`config.mk`:
```
export PLATFORM = sky130hd
export DESIGN_NAME = router_pkt_receiver
export DESIGN_NICKNAME = d
export VERILOG_FILES = /design/src/rtl/router_pkg.sv /design/src/rtl/rx_skid_fifo.sv /design/src/rtl/router_pkt_receiver.sv
export SDC_FILE = /design/constraint.sdc
export NUM_CORES = 1
export LEC_CHECK = 0
export ABC_AREA = 0
export CAP_MARGIN = 20
export CORE_MARGIN = 4
export CORE_UTILIZATION = 52
export DETAILED_ROUTE_END_ITERATION = 7
export PLACE_DENSITY = 0.81
export SETUP_SLACK_MARGIN = 0.3
export SYNTH_ARGS = -nofsm -noshare
export SYNTH_HDL_FRONTEND = slang
export SYNTH_SLANG_ARGS = --single-unit
```
`constraint.sdc`:
```
create_clock -name clock -period 3.4 [get_ports clock]
set_clock_uncertainty 0.15 [all_clocks]
set_input_delay 0.34 -clock clock [delete_from_list [all_inputs] [get_ports clock]]
set_output_delay 0.34 -clock clock [all_outputs]
set_load 0.005 [all_outputs]
```
`src/rtl/router_pkg.sv`:
```
// router_pkg: shared header layout, FSM states and payload limit for the packet receiver
package router_pkg;
  localparam int LEN_MSB = 7;
  localparam int LEN_LSB = 2;
  localparam int ADDR_MSB = 1;
  localparam int MAX_PAYLOAD = 63;
  typedef enum logic [1:0] {S_HDR, S_PAYLOAD, S_PARITY} state_t;
endpackage

```
`src/rtl/rx_skid_fifo.sv`:
```
// rx_skid_fifo: 2-entry 8-bit skid buffer with push/pop and occupancy count
module rx_skid_fifo (
  input  logic       clk,
  input  logic       rst,
  input  logic       push,
  input  logic       pop,
  input  logic [7:0] din,
  output logic [7:0] dout,
  output logic [1:0] count
);
  logic [7:0] mem [2];
  logic wp, rp;
  always_ff @(posedge clk)
    if (push) mem[wp] <= din;
  always_ff @(posedge clk)
    if (rst) begin
      wp <= 1'b0;
      rp <= 1'b0;
      count <= 2'd0;
    end else begin
      wp <= wp ^ push;
      rp <= rp ^ pop;
      count <= count + {1'b0, push} - {1'b0, pop};
    end
  assign dout = mem[rp];
endmodule

```
`src/rtl/router_pkt_receiver.sv`:
```
// router_pkt_receiver: drains one router port and reframes it into header, payload stream and parity check
module router_pkt_receiver
  import router_pkg::*;
#(
  parameter logic [1:0] PORT_ID = 2'd0,
  parameter int TIMEOUT = 32
) (
  input  logic       clock,
  input  logic       reset,
  input  logic       vld_out,
  input  logic [7:0] data_out,
  output logic       read_enb,
  output logic [7:0] out_data,
  output logic       out_valid,
  input  logic       out_ready,
  output logic       out_last,
  output logic       hdr_valid,
  output logic [5:0] hdr_len,
  output logic [1:0] hdr_addr,
  output logic       pkt_done,
  output logic       parity_err,
  output logic       addr_err,
  output logic       timeout_err
);
  localparam int RW = $clog2(MAX_PAYLOAD + 1);
  state_t state, nxt;
  logic inflight, head_valid, to, pop, stall, beat;
  logic [7:0] head, acc, tcnt;
  logic [1:0] count;
  logic [RW-1:0] rem;
  rx_skid_fifo u_fifo (
    .clk(clock),
    .rst(reset || to),
    .push(inflight),
    .pop(pop),
    .din(data_out),
    .dout(head),
    .count(count)
  );
  always_comb begin
    head_valid = count != 2'd0;
    to = state != S_HDR && tcnt == 8'(TIMEOUT);
    stall = state == S_PAYLOAD && head_valid && !out_ready;
    read_enb = vld_out && !reset && ({1'b0, count} + {2'b0, inflight}) < 3'd2;
    hdr_valid = state == S_HDR && head_valid;
    out_valid = state == S_PAYLOAD && head_valid && !to;
    out_data = out_valid ? head : 8'd0;
    out_last = out_valid && rem == RW'(1);
    beat = out_valid && out_ready;
    pkt_done = state == S_PARITY && head_valid && !to;
    parity_err = pkt_done && acc != head;
    addr_err = hdr_valid && head[ADDR_MSB:0] != PORT_ID;
    timeout_err = to;
    pop = hdr_valid || beat || pkt_done;
    nxt = to ? S_HDR
        : hdr_valid ? (head[LEN_MSB:LEN_LSB] != '0 ? S_PAYLOAD : S_PARITY)
        : beat && rem == RW'(1) ? S_PARITY
        : pkt_done ? S_HDR
        : state;
  end
  always_ff @(posedge clock)
    state <= reset ? S_HDR : nxt;
  always_ff @(posedge clock)
    if (reset) begin
      inflight <= 1'b0;
      tcnt <= 8'd0;
      acc <= 8'd0;
      rem <= '0;
      hdr_len <= 6'd0;
      hdr_addr <= 2'd0;
    end else begin
      inflight <= read_enb && !to;
      tcnt <= (state == S_HDR || to || inflight || stall) ? 8'd0 : tcnt + 8'd1;
      if (hdr_valid) begin
        hdr_len <= head[LEN_MSB:LEN_LSB];
        hdr_addr <= head[ADDR_MSB:0];
        acc <= head;
        rem <= head[LEN_MSB:LEN_LSB];
      end else if (beat) begin
        acc <= acc ^ head;
        rem <= rem - RW'(1);
      end
    end
endmodule

```
==> impl_metrics.py <==
metrics = {
    "global_routing": {
        "grt_max_degree": 33,
        "grt_first_pass_wirelength_um": 8400,
        "antenna_found_initial": 0,
        "grt_usage_pct": 17.8,
        "grt_pass1_vias": 1771,
        "gr-total-overflow": 0,
    },
    "logic_synthesis": {
        "syn_area_um2": 2480,
        "syn_inst": 252,
        "syn-num-nets": 272,
        "ys_seq_elements": 53,
        "synth_area_per_cell_um2": 9.86,
        "synth-edff-count": 16,
        "synth_ff_type": "dfxtp_1",
        "ys_seq_area_share_pct": 49.1,
        "ys_types": 44,
        "async_flop_share_pct": 0,
        "synth_warnings": 0,
    },
    "critical_path": {
        "critPathMaxFanout": 9,
        "crit_path_start_kind": "register",
        "crit_chain": "mux2i_2, xnor2_1, nor4_1, a21oi_1, clkdlybuf4s50_1",
        "end_kind": "output port",
        "cp_num_buf_inv": 1,
        "cpPeakStageDelay_ns": 0.51,
        "crit_family": "flip-flops",
        "crit_required_ns": 2.91,
        "cp.arrival_ns": 2.30,
        "crit_slowest_cell": "dfxtp_2",
        "criticalPathCategory": "register to output port",
    },
    "sta": {
        "setup_violations": 0,
        "setup_tns_ns": 0,
        "worst_pin_slew_ns": 0.487,
        "grt_setup_unrepaired": "false",
        "fin_crit_ns": 2.79,
        "timing.final.ws_setup_ns": 0.610,
        "hold_violations": 0,
        "drv_slew": 0,
        "finalCritPeriodShare_pct": 82.0,
        "holdWs_ns": 0.312,
        "slew_headroom_pct": 66.6,
        "fmaxAchievable_mhz": 358,
    },
    "clock_tree": {
        "clock_sinks": 53,
        "clock_path_buffers": 2,
        "cts_root_buf": "clkbuf_8",
        "numCtsBuffers": 5,
        "htreeDepth": 2,
        "cts_tree": "done",
        "clock_latency_ns": 0.31,
        "clkSlewWorstSetupHoldPaths_ns": 0.09,
        "ctsHoldBuffers": 0,
    },
    "floorplan": {
        "dieArea_um2": 5950,
        "core-area_um2": 4470,
        "die_y_um": 77.1,
        "io-pin-count": 36,
        "start_util_pct": 55.5,
        "die_x_um": 77.1,
        "std_cell_rows": 24,
    },
    "outcome": {
        "status": "finished, final reports clean",
    },
    "flow_run": {
        "cap_violations": 0,
    },
    "finish": {
        "drive_gt1_share_pct": 9.93,
        "synthToLayoutAreaGrowth_pct": 21.4,
        "final_cell_count_no_fill": 344,
        "antennaDiodeCount": 0,
        "final_nets": 311,
        "fillers": 378,
    },
    "route": {
        "firstDrtPassIters": 4,
        "initialDrtViolationCount": 131,
        "vias": 1935,
        "drt-total-wl_um": 5100,
        "ant_nets": 0,
        "wl_per_cell_um": 14.8,
        "vias_per_cell": 5.63,
        "post-route-drc-count": 0,
    },
    "placement": {
        "dp.cells": 336,
        "hpwl_um": 3700,
        "portBuffers": 35,
        "gp_congestion": 0.823,
        "place_ws_ns": 0.679,
    },
    "power": {
        "p_leak_nw": 1.09,
        "pwr_density_cell_nw_per_um2": 734,
        "vdd_drop_max_mv": 0.365,
    },
    "worst_hold_path": {
        "min_path_type": "register to register",
    },
}
==> metrics by stage <==
stage	utilization, %	cell area, um2	power (mW)
final	67.4	3020	2.21
after global routing	67.4	3020	2.38
after CTS	67.1	3000	2.22
after detailed placement	65.0	2910	1.85
after global placement	65.0	2910	1.82
after floorplan	-	2480	1.52
==> per-layer routing <==
metal	GRT usage, %	vias to the layer above	wire length (um)
li1	-	967	-
met1	22.6	910	2280
met2	28.8	51	2440
met3	3.86	7	289
met4	8.36	0	91
met5	0	-	0
==> synthesized netlist by cell type, types with 7 or more instances <==
master    instances  share of area [%]
xnor2_1          11                3.9
nand2_1          12                1.8
dfxtp_1          37                 30
mux2i_1           8                3.2
edfxtp_1         16                 19
nand2b_1         10                2.5
o21a_1            8                2.4
o32ai_1           7                2.5
nor2_1           35                5.3
a21oi_1          19                3.8
ha_1              8                4.0
inv_1            12                1.8
==> worst reg2reg max path, cell delays in order (launching register included) <==
cell and delay (ns):
dfxtp_1 0.35, inv_1 0.06, ha_1 0.13, nor4bb_4 0.32, nand2_4 0.11, nand4_4 0.19
inv_4 0.08, a211oi_2 0.28, inv_1 0.07, ha_1 0.26, inv_1 0.05, ha_1 0.15
xor2_1 0.19, xnor2_1 0.15, nor2_1 0.05
==> path summary, 6_finish.rpt <==
check	start	end	slack [ns]	depth (start not counted)
worst max register to register	tcnt[0]	u_fifo.count[1]	0.71	14
worst min register to register	hdr_len[3]	hdr_len[3]	0.31	2
worst max-delay path	u_fifo.rp	parity_err	0.61	5
worst min-delay path	hdr_len[3]	hdr_len[3]	0.31	2
==> flip-flops by register name (all words and copies together), names as in the netlist <==
name / count
inflight: 1
rem: 6
hdr_addr: 2
acc: 8
tcnt: 8
u_fifo.count: 2
u_fifo.rp: 1
state: 2
hdr_len: 6
u_fifo.mem: 16
u_fifo.wp: 1
==> final cells by class <==
cell class / count / area (um2) / share of cell area (%)
Multi-Input combinational cell: 175 / 1170 / 38.9
Tap cell: 52 / 65.1 / 2.16
Sequential cell: 53 / 1220 / 40.5
Clock inverter: 2 / 13.8 / 0.456
Clock buffer: 6 / 82.6 / 2.74
Inverter: 14 / 55.1 / 1.82
Timing Repair Buffer: 42 / 403 / 13.4
==> where the power goes <==
| part | switching, mW | internal, mW |
|---|---|---|
| Clock | 0.201 | 0.165 |
| Combinational | 0.477 | 0.456 |
| Sequential | 0.121 | 0.794 |
| Total | 0.799 | 1.42 |
==> repair_timing <==
action                     CTS  global route
setup endpoints to repair    0             1
buffers inserted             0             0
resized for setup            0             4
==> cells in the final DEF, fill, tap and decap left out, drive strengths merged, types with 2 or more instances in the layout <==
cell type      Yosys  final
o32ai              7      7
nand3              6      6
nand4              3      3
inv               13     13
xor2               6      6
nor4               6      6
mux2i              8      8
ha                 8      8
clkdlybuf4s50      0     35
and3               6      6
buf                5      7
a211oi             7      7
nand2b            10     10
o21ai              3      3
a21oi             19     19
dfxtp             37     37
nor2              35     35
a31oi              2      2
o21a               8      8
or2                2      2
edfxtp            16     16
xnor2             11     11
nand2             15     15
clkinv             1      3
clkbuf             5      6
nor3               3      3
==> cells by family after synthesis <==
logic type,count (synthesis),synth area share [%]
simple gates,91,19.5
fa+ha+maj,8,4.03
flops,53,49.1
xor+xnor,17,5.99
buf+inv,24,4.03
mux,9,3.68
compound gates,50,13.6
(Power assumes the default switching activity.)
==> RTL edit: new RTL, same flow settings <==
Register the output `addr_err`, without a reset; this adds one clock of latency there. The other outputs are not delayed to match.
--- a/src/rtl/router_pkt_receiver.sv
+++ b/src/rtl/router_pkt_receiver.sv
@@ -24,4 +24,6 @@
 );
   localparam int RW = $clog2(MAX_PAYLOAD + 1);
+
+  logic addr_err_d;
   state_t state, nxt;
   logic inflight, head_valid, to, pop, stall, beat;
@@ -50,5 +52,5 @@
     pkt_done = state == S_PARITY && head_valid && !to;
     parity_err = pkt_done && acc != head;
-    addr_err = hdr_valid && head[ADDR_MSB:0] != PORT_ID;
+    addr_err_d = hdr_valid && head[ADDR_MSB:0] != PORT_ID;
     timeout_err = to;
     pop = hdr_valid || beat || pkt_done;
@@ -82,4 +84,8 @@
       end
     end
+  always_ff @(posedge clock) begin
+    addr_err <= addr_err_d;
+  end
+
 endmodule
 
Behaviour: not the same (a bounded check fails within 4 cycles, from zero or initial values and one cycle with reset high).
==> RTL edit against the unedited design <==
Setup slack got worse by 0.012 ns. Non-clock buffer count did not move. Highest routed layer unchanged. Area after synthesis rose by 0.81%. Sequential cell count rose by 1. Wire length rose by 0.29%. Register-to-register slack improved by 0.02 ns. Critical path type unchanged. Critical endpoint unchanged. Design area rose by 1.2%. Total power rose by 4.1%. Die area rose by 0.73%.
==> RTL edit: results (changes against the unedited design) <==
Parameter                              Value

Placement
  Number of placed instances with taps included ... 337 (was 336)
  Placement Cell Area ... 2930 um^2 (was 2910 um^2)
  Half-perimeter wire length after placement ... 3700 um (about the same)
  Final weighted congestion in routability-driven placement ... 0.822 (was 0.823)

Synthesis
  Synthesized-area fraction occupied by xor and xnor cells ... 0.0594 (was 0.0599)
  Synthesized area divided by synthesized cell count ... 9.90 um^2 (was 9.86 um^2)
  Count of flip-flops with a built-in enable after synthesis ... 16 (unchanged)
  Share of synthesized area occupied by flip-flops and latches ... 0.496 (was 0.491)
  Top cells by instance count after synthesis ... sky130_fd_sc_hd__dfxtp_1 (38), sky130_fd_sc_hd__nor2_1 (35), sky130_fd_sc_hd__a21oi_1 (19) (was sky130_fd_sc_hd__dfxtp_1 (37), sky130_fd_sc_hd__nor2_1 (35), sky130_fd_sc_hd__a21oi_1 (19))
  Number of nets produced by synthesis ... 273 (was 272)
  Post-synthesis compound-gate area fraction ... 0.135 (was 0.136)
  Multiplexer share of the synthesized area ... 0.0365 (was 0.0368)
  Cell types occupying the most area after synthesis ... sky130_fd_sc_hd__dfxtp_1 (30%), sky130_fd_sc_hd__edfxtp_1 (19%), sky130_fd_sc_hd__nor2_1 (5.2%), sky130_fd_sc_hd__ha_1 (4.0%), sky130_fd_sc_hd__xnor2_1 (3.8%) (was sky130_fd_sc_hd__dfxtp_1 (30%), sky130_fd_sc_hd__edfxtp_1 (19%), sky130_fd_sc_hd__nor2_1 (5.3%), sky130_fd_sc_hd__ha_1 (4.0%), sky130_fd_sc_hd__xnor2_1 (3.9%))

Global route
  Met3 Use GR ... 0.0417 (was 0.0386)
  Vias in the first global route ... 1876 (was 1771)
  Global-route met1 utilization ... 0.211 (was 0.226)
  GRT met2 Usage ... 0.305 (was 0.288)
  GRT Util Overall ... 0.177 (was 0.178)
  First-pass GRT wire length ... 8510 um (was 8400 um)

Pwr
  Internal Power ... 1.51 mW (was 1.42 mW)
  Leakage Power ... 1.11 nW (was 1.09 nW)

Routing
  Drt wl/cell ... 14.8 um (about the same)

Final layout
  Net count, final ... 312 (was 311)
  Share of final-layout standard cells stronger than drive strength 1 ... 0.0922 (was 0.0993)
  Post-route insts no fill ... 345 (was 344)

Outcome
  Outcome ... finished, final reports clean (unchanged)

Clock tree
  Root buffer cell ... sky130_fd_sc_hd__clkbuf_8 (unchanged)

STA
  Slew margin rel. ... 0.642 (was 0.666)
## RTL edit: cell count changes after synthesis, sizes merged
cell,before,now
dfxtp,37,38
## RTL edit: layer usage
metal / share of wire / vias up
li1: - / 972
met1: 0.42 / 914
met5: 0 / -
met2: 0.49 / 64
met3: 0.063 / 12
met4: 0.021 / 0
## RTL edit: cell type report
class | instances | area [um^2] | share of cell area
well taps | 52 | 65.1 | 0.0213
clock inverters | 1 | 30.0 | 0.00984
multi-input cells | 175 | 1170 | 0.384
inverters | 14 | 55.1 | 0.0180
clock buffers | 7 | 86.3 | 0.0283
repair buffers | 42 | 403 | 0.132
flip-flops and latches | 54 | 1240 | 0.407
## RTL edit: kinds of logic after synthesis
logic type / count (synthesis)
adder cells (fa/ha/maj): 8
AND/OR/NAND/NOR: 91
flip-flops: 54
buffers and inverters: 24
AO/OA/AOI/OAI: 50
multiplexers: 9
XOR/XNOR: 17
## RTL edit: path summary, 6_finish.rpt
check                                             start                         end  slack, ns
worst max register to register       tcnt[0]$_SDFF_PP0_  u_fifo.count[1]$_SDFF_PP0_       0.73
worst min register to register  hdr_len[3]$_SDFFE_PP0P_     hdr_len[3]$_SDFFE_PP0P_       0.31
worst max-delay path               u_fifo.rp$_SDFF_PP0_                  parity_err       0.60
worst min-delay path            hdr_len[3]$_SDFFE_PP0P_     hdr_len[3]$_SDFFE_PP0P_       0.31
## RTL edit: per-stage QoR
step                worst slack [ns]  total power, mW
floorplan                      0.896             1.54
global placement               0.760             1.84
detailed placement             0.726             1.87
CTS                            0.402             2.31
global route                   0.444             2.48
finish                         0.598             2.31
## RTL edit: power by group through the flow
stage / Combinational (mW) / Sequential [mW] / Clock (mW)
final: 0.940 / 0.931 / 0.435
after global routing: 1.04 / 0.953 / 0.478
after CTS: 0.934 / 0.929 / 0.449
after detailed placement: 0.927 / 0.944 / 0
after global placement: 0.904 / 0.940 / 0
after floorplan: 0.628 / 0.915 / 0
## RTL edit: critical path, cell delays in order (launching register included)
cell	delay [ns]
sky130_fd_sc_hd__dfxtp_2	0.50
sky130_fd_sc_hd__mux2i_1	0.52
sky130_fd_sc_hd__xnor2_1	0.13
sky130_fd_sc_hd__nor4_1	0.27
sky130_fd_sc_hd__a21oi_1	0.12
sky130_fd_sc_hd__clkdlybuf4s50_1	0.46
